[config.mk]
export PLATFORM = sky130hd
export DESIGN_NAME = pipe_ctrl
export DESIGN_NICKNAME = d
export VERILOG_FILES = /design/src/rtl/pipe_pkg.sv /design/src/rtl/hazard_detect.sv /design/src/rtl/pipe_ctrl.sv
export SDC_FILE = /design/constraint.sdc
export NUM_CORES = 1
export LEC_CHECK = 0
export ABC_AREA = 1
export CAP_MARGIN = 20
export CELL_PAD_IN_SITES_DETAIL_PLACEMENT = 0
export CELL_PAD_IN_SITES_GLOBAL_PLACEMENT = 1
export CORE_MARGIN = 2
export CORE_UTILIZATION = 22
export CTS_CLUSTER_SIZE = 25
export DETAILED_ROUTE_END_ITERATION = 10
export GPL_TIMING_DRIVEN = 0
export HOLD_SLACK_MARGIN = 0.02
export PLACE_DENSITY = 0.88
export SLEW_MARGIN = 20
export SYNTH_ARGS = -nofsm -noshare
export SYNTH_HDL_FRONTEND = slang
export SYNTH_SLANG_ARGS = --single-unit
[constraint.sdc]
create_clock -name clk -period 1.7 [get_ports clk]
set_input_delay 0.34 -clock clk [delete_from_list [all_inputs] [get_ports clk]]
set_output_delay 0.34 -clock clk [all_outputs]
set_load 0.05 [all_outputs]
[src/rtl/pipe_pkg.sv]
// pipe_pkg: shared update codes, PC-select codes, controller state and hazard rule.
package pipe_pkg;
  localparam logic [1:0] UPD_HOLD  = 2'b00;
  localparam logic [1:0] UPD_ADV   = 2'b01;
  localparam logic [1:0] UPD_FLUSH = 2'b10;
  localparam logic [1:0] PCS_SEQ  = 2'd0;
  localparam logic [1:0] PCS_JUMP = 2'd1;
  localparam logic [1:0] PCS_EXEC = 2'd2;
  localparam logic [1:0] PCS_NPC  = 2'd3;
  typedef enum logic [1:0] {RUN, WAIT, HALT} ctrl_state_t;
  // Same producer/consumer match the forwarding unit applies.
  function automatic logic hazard_match(input logic [5:0] r, input logic [1:0] rw, input logic [4:0] rd);
    return (rw != 2'b00) && (rw[1] == r[5]) && (rd == r[4:0]);
  endfunction
endpackage

[src/rtl/hazard_detect.sv]
// hazard_detect: flags a decode source waiting on a load still in execute.
module hazard_detect
  import pipe_pkg::*;
(
  input  logic [5:0] d_rs,
  input  logic [5:0] d_rt,
  input  logic [1:0] de_rw,
  input  logic [4:0] de_rd,
  input  logic       de_mem_read,
  output logic       load_use
);
  assign load_use = de_mem_read && (hazard_match(d_rs, de_rw, de_rd) || hazard_match(d_rt, de_rw, de_rd));
endmodule

[src/rtl/pipe_ctrl.sv]
// pipe_ctrl: stall/flush controller driving pipeline register update codes and PC control.
module pipe_ctrl
  import pipe_pkg::*;
#(
  parameter int WAIT_W = 5
) (
  input  logic              clk,
  input  logic              rst,
  input  logic [5:0]        d_rs,
  input  logic [5:0]        d_rt,
  input  logic              d_jump,
  input  logic [1:0]        de_rw,
  input  logic [4:0]        de_rd,
  input  logic              de_mem_read,
  input  logic [WAIT_W-1:0] de_wait_time,
  input  logic              de_stop,
  input  logic [31:0]       de_npc,
  input  logic              e_redirect,
  input  logic              ext_stall,
  input  logic              resume,
  output logic [1:0]        fd_update,
  output logic [1:0]        de_update,
  output logic [1:0]        ew_update,
  output logic              pc_en,
  output logic [1:0]        pc_sel,
  output logic              halted
);
  ctrl_state_t       r_state, w_state_n;
  logic [WAIT_W-1:0] r_cnt, w_cnt_n;
  logic              r_wait_done, w_done_n;
  logic              w_load_use, w_pc_en, w_halted, w_unused;
  logic [1:0]        w_fd, w_de, w_ew, w_pc_sel;
  // The restart PC is muxed outside; only pc_sel selects it here.
  assign w_unused = ^de_npc;
  hazard_detect u_hazard (
    .d_rs       (d_rs),
    .d_rt       (d_rt),
    .de_rw      (de_rw),
    .de_rd      (de_rd),
    .de_mem_read(de_mem_read),
    .load_use   (w_load_use)
  );
  always_comb begin
    w_fd      = UPD_HOLD;
    w_de      = UPD_HOLD;
    w_ew      = UPD_HOLD;
    w_pc_en   = 1'b0;
    w_pc_sel  = PCS_SEQ;
    w_halted  = 1'b0;
    w_state_n = r_state;
    w_cnt_n   = r_cnt;
    w_done_n  = r_wait_done;
    case (r_state)
      RUN: begin
        if (ext_stall) begin
          w_fd = UPD_HOLD;
        end else if (de_stop) begin
          {w_fd, w_de, w_ew} = {UPD_FLUSH, UPD_FLUSH, UPD_ADV};
          w_pc_en   = 1'b1;
          w_pc_sel  = PCS_NPC;
          w_state_n = HALT;
        end else if (de_wait_time != '0 && !r_wait_done) begin
          w_ew = UPD_FLUSH;
          if (de_wait_time > WAIT_W'(1)) begin
            w_cnt_n   = de_wait_time - WAIT_W'(1);
            w_state_n = WAIT;
          end else begin
            w_done_n = 1'b1;
          end
        end else if (e_redirect) begin
          {w_fd, w_de, w_ew} = {UPD_FLUSH, UPD_FLUSH, UPD_ADV};
          w_pc_en  = 1'b1;
          w_pc_sel = PCS_EXEC;
        end else if (w_load_use) begin
          {w_fd, w_de, w_ew} = {UPD_HOLD, UPD_FLUSH, UPD_ADV};
        end else if (d_jump) begin
          {w_fd, w_de, w_ew} = {UPD_FLUSH, UPD_ADV, UPD_ADV};
          w_pc_en  = 1'b1;
          w_pc_sel = PCS_JUMP;
        end else begin
          {w_fd, w_de, w_ew} = {UPD_ADV, UPD_ADV, UPD_ADV};
          w_pc_en = 1'b1;
        end
      end
      WAIT: begin
        w_ew = ext_stall ? UPD_HOLD : UPD_FLUSH;
        if (!ext_stall) begin
          w_cnt_n = r_cnt - WAIT_W'(1);
          if (r_cnt == WAIT_W'(1)) begin
            w_state_n = RUN;
            w_done_n  = 1'b1;
          end
        end
      end
      HALT: begin
        w_halted  = 1'b1;
        w_ew      = ext_stall ? UPD_HOLD : UPD_FLUSH;
        w_state_n = resume ? RUN : HALT;
      end
      default: w_state_n = RUN;
    endcase
    // A new instruction entering decode/execute owes its own wait again.
    if (w_de == UPD_ADV || w_de == UPD_FLUSH) w_done_n = 1'b0;
  end
  always_ff @(posedge clk or posedge rst) begin
    if (rst) begin
      r_state     <= RUN;
      r_cnt       <= '0;
      r_wait_done <= 1'b0;
    end else begin
      r_state     <= w_state_n;
      r_cnt       <= w_cnt_n;
      r_wait_done <= w_done_n;
    end
  end
  assign fd_update = rst ? UPD_HOLD : w_fd;
  assign de_update = rst ? UPD_HOLD : w_de;
  assign ew_update = rst ? UPD_HOLD : w_ew;
  assign pc_en     = !rst && w_pc_en;
  assign pc_sel    = rst ? PCS_SEQ : w_pc_sel;
  assign halted    = !rst && w_halted;
endmodule

# After elaboration in Yosys (flattened, before gate mapping)
# Cells that the tools add are included.
[op_classes]
addsub = 2
order_cmp = 1
n_bitwise = 0
div = 0
n_reduce_logical = 21
n_shift = 0
n_eq_ne = 23
multipliers = 0
mux = 58
[ops]
columns = ["op", "n"]
rows = [
  ["2-bit two-way mux", 33],
  ["5-bit two-way mux", 5],
  ["3-bit inequality test (second input constant)", 8],
  ["1-bit two-way mux", 16],
  ["2-bit inequality test (second input constant)", 6],
  ["5-bit equality test", 2],
  ["5-bit one-hot mux with 2 select lines", 1],
  ["5-bit by 1-bit subtractor with 5-bit output (second input constant)", 2],
  ["1-bit logical AND", 8],
  ["7-bit AND reduction", 1],
  ["2-bit one-hot mux with 3 select lines", 1],
  ["6-bit AND reduction", 1],
  ["5-bit by 1-bit equality test with 1-bit output (second input constant)", 1],
  ["5-bit by 1-bit > comparator with 1-bit output (second input constant)", 1],
  ["5-bit AND reduction", 1],
  ["5-bit nonzero test", 1],
  ["2-bit by 1-bit equality test with 1-bit output (second input constant)", 2],
  ["2-bit equality test (second input constant)", 2],
  ["2-bit one-hot mux with 2 select lines", 1],
  ["2-bit nonzero test", 2],
  ["3-bit nonzero test", 1],
  ["1-bit equality test", 2],
  ["1-bit zero test", 2],
  ["2-bit zero test", 1],
  ["3 further kinds", 4],
]
[totals]
memories = 0
latchBits = 0
register_bits = 8
mem_bits_ro = 0
word_cells = 108
ram_bits = 0

# Logic depth before layout (Yosys ltp)
[depth]
ltp_word = 15
mapped_depth = 11
ltp_nobuf = 11

# By module
# Synthesis repeated with hierarchy kept, for this count alone.
[hier_totals]
cells_unflattened = 203
area_unflattened_um2 = 1178.6
[by_module_without_submodules]
columns = ["module", "cells_each", "n_inst", "area_each_um2"]
rows = [
  ["pipe_ctrl", 142, 1, 933.4],
  ["hazard_detect", 61, 1, 245.2],
]

# Worst setup path before layout
# OpenSTA, ideal clock, no wires.
[synth_path]
path_type = "flip-flop to output port"
from = "register r_state[0]"
to = "output fd_update[0]"
t_required_ns = 1.360
stages_incl_launch_ff = 7
arrival_ns = 2.195
n_path_buf = 0
setup_slack_ns = -0.835
cell_sequence = "dfrtp_1 > inv_1 > ha_1 > inv_2 > nor2_1 > nand2_1 > nor3_1"
[synth_via]
elab_chain_len = 3
[synth_lines]
columns = ["item", "line", "rtl"]
rows = [
  ["start: declaration", "pipe_ctrl.sv:28", "ctrl_state_t r_state, w_state_n;"],
  ["start signal: assignment", "pipe_ctrl.sv:111", "r_state <= w_state_n;"],
  ["2-bit zero test", "pipe_ctrl.sv:53", "case (r_state)"],
  ["2-bit two-way mux", "pipe_ctrl.sv:53", ""],
  ["2-bit two-way mux", "pipe_ctrl.sv:116", "assign fd_update = rst ? UPD_HOLD : w_fd;"],
  ["end: declaration", "pipe_ctrl.sv:21", "output logic [1:0] fd_update,"],
]
# Every way passes these cells.

# Final worst setup path
[layout_path]
from = "register r_state[1]"
to = "output fd_update[1]"
# Same word-level chain as after synthesis.

==> metrics.cfg <==
[floorplanning]
io_pins=74
fp-row-count=25
core_mm2=0.00472
die_h_um=74.1
start_util=0.229
die_area_mm2=0.00550
die_w_um=74.1

[placement]
hpwl_um=2210
place.gp.congestion=0.723
io_buffers=41
pre_cts_ws_ns=-1.22
dp_cells=298
placed_area_mm2=0.00166

[job]
max-cap-violations=0

[route]
met3WireLength_um=201
via_per_inst=4.02
wl_met1_um=1390
wl_met2_um=1530
drcViolationCount=0
vias=1323
wl_per_cell_um=9.48
drtIter0Drc=46
drt-total-wl_um=3120
top_layer_used=met3
drtAntennaViolNets=0
drtPass1Iterations=4

[setup_path]
reg2reg_slack_ns=0.13
criticalPathCategory=flop to primary output
path_max_fanout=3
critical_path.startpoint_type=flop
crit_required_ns=1.36
cp.arrival_ns=1.55
critPathCaptureType=primary output

[yosys]
syn_inst=190
yosysUniqueCellTypes=21
synth_area_per_cell_um2=5.70
yosysSeqAreaShare=0.185
netlist_area_mm2=0.00108
ys_ff_latch=8
yosysWarnings=0
syn-num-nets=263

[pwr]
totalPowerFinal_mw=2.09
p_leak_nw=1.07
vdd_drop_max_uv=375
power.density_mw_per_mm2=1050

[timing]
whs_ns=0.393
post-route-period-util=1.11
report.final.slew_viol_count=0
rsz0062_at_grt=true
worst_slack_ns=-0.195
hold_viol=0
fin_crit_ns=1.89
fmax_mhz=528
setup-violations-final=10
clock_skew_ns=0.00585
worst_slew_margin_rel=0.755
tightest_slew_ns=0.365

[clocking]
cts_tree=done
cts.sinks=8
cts_buffers=3
worstSkewPairLatency_ns=0.23
htree_levels=1
cts_max_path_buffers=2
root_buffer=clkbuf_8
clk_pin_slew_ns=0.04

[run_status]
violations=setup timing
outcome=complete, but fails checks

[cells_and_area]
design_area_mm2=0.00198
antenna_cells=0
area_growth_pct=83.4
nets=337
layout_common_cells=nand2_1 (59), buf_4 (26), inv_1 (22), nor2_1 (12)
drive_above_1_share=0.431
layout_commonest_cell=nand2_1
instances_no_fill=329

[worst_hold_path]
hold_path.class=primary input to async pin

[global_route]
grtUsageTotal=0.115
gr-total-overflow=0
grt_pass1_wl_um=5060
grt_pass1_vias=1248
grt_start_max_net_pins=11
antenna_found_initial=0

[worst max-delay path, stage by stage, from the launching register on]
cell and delay [ns]:
dfrtp_1 0.38, inv_2 0.09, ha_4 0.16, inv_4 0.05
nor2_4 0.09, nand4_1 0.21, a21oi_4 0.19, buf_6 0.17
[synth_stat cells]
master / n / area (um2)
inv_2: 3 / 11.3
o21ai_1: 6 / 30.0
dfrtp_1: 8 / 200
o21ai_0: 10 / 50.1
nand2_1: 67 / 251
nand4_1: 3 / 18.8
o22ai_1: 1 / 6.26
nor2_1: 20 / 75.1
a21oi_1: 8 / 40.0
inv_1: 36 / 135
xor2_1: 1 / 8.76
nand3_1: 5 / 25.0
inv_4: 1 / 6.26
ha_1: 9 / 113
nand2_2: 3 / 18.8
nand2_4: 2 / 22.5
nor3_1: 1 / 5.00
nor2_4: 1 / 11.3
o21a_1: 1 / 7.51
a21oi_2: 3 / 26.3
nand3b_4: 1 / 20.0
[logic make-up after synthesis]
kind of cell    count (synthesis)  synth area share
buf+inv                        40             0.141
simple gates                  103             0.414
flops                           8             0.185
compound gates                 29             0.148
xor+xnor                        1           0.00809
fa+ha+maj                       9             0.104
[final timing paths]
path | startpoint | end | cells after the start
max in group asynchronous | rst | r_cnt[0] | 3
min | rst | r_wait_done | 3
max | r_state[1] | fd_update[1] | 7
max reg2reg | r_state[0] | r_state[0] | 7
min in group clk | r_cnt[1] | r_cnt[1] | 2
min reg2reg | r_cnt[1] | r_cnt[1] | 2
[timing repair]
| action | 4_1_cts | 5_1_grt |
|---|---|---|
| hold buffers | 0 | 0 |
| setup buffers | 22 | 10 |
| pin swaps | 39 | 10 |
| resized for setup | 173 | 27 |
| setup endpoints to repair | 13 | 11 |
[per-layer routing]
layer | vias to the layer above | global-route usage
met5 | - | 0
met2 | 30 | 0.208
met4 | 0 | 0.0364
met3 | 0 | 0.0230
met1 | 564 | 0.137
li1 | 729 | -
[stage by stage]
step / util / setup TNS [ns]
after floorplan: - / -0.213
after global placement: 0.352 / -12.20
after detailed placement: 0.352 / -12.49
after CTS: 0.410 / -1.20
after global routing: 0.420 / -1.90
final: 0.420 / -1.10
[state kept, by name, indices dropped and copies added (netlist names)]
| name | count |
|---|---|
| r_cnt | 5 |
| r_state | 2 |
| r_wait_done | 1 |
[area by class of cell]
| type | count | area, um2 |
|---|---|---|
| Inverter | 40 | 173 |
| Tap cell | 67 | 83.8 |
| Fill cell | 507 | 2740 |
| Clock buffer | 3 | 41.3 |
| Sequential cell | 8 | 200 |
| Timing Repair Buffer | 69 | 564 |
| Multi-Input combinational cell | 142 | 922 |
[power breakdown]
group	leakage (nW)	switching, mW	internal (mW)
clock	0.0216	0.0702	0.153
combinational	0.945	0.856	0.667
sequential	0.100	0.0575	0.282
total	1.07	0.984	1.10
No activity file was read; power rests on OpenSTA's default activity.
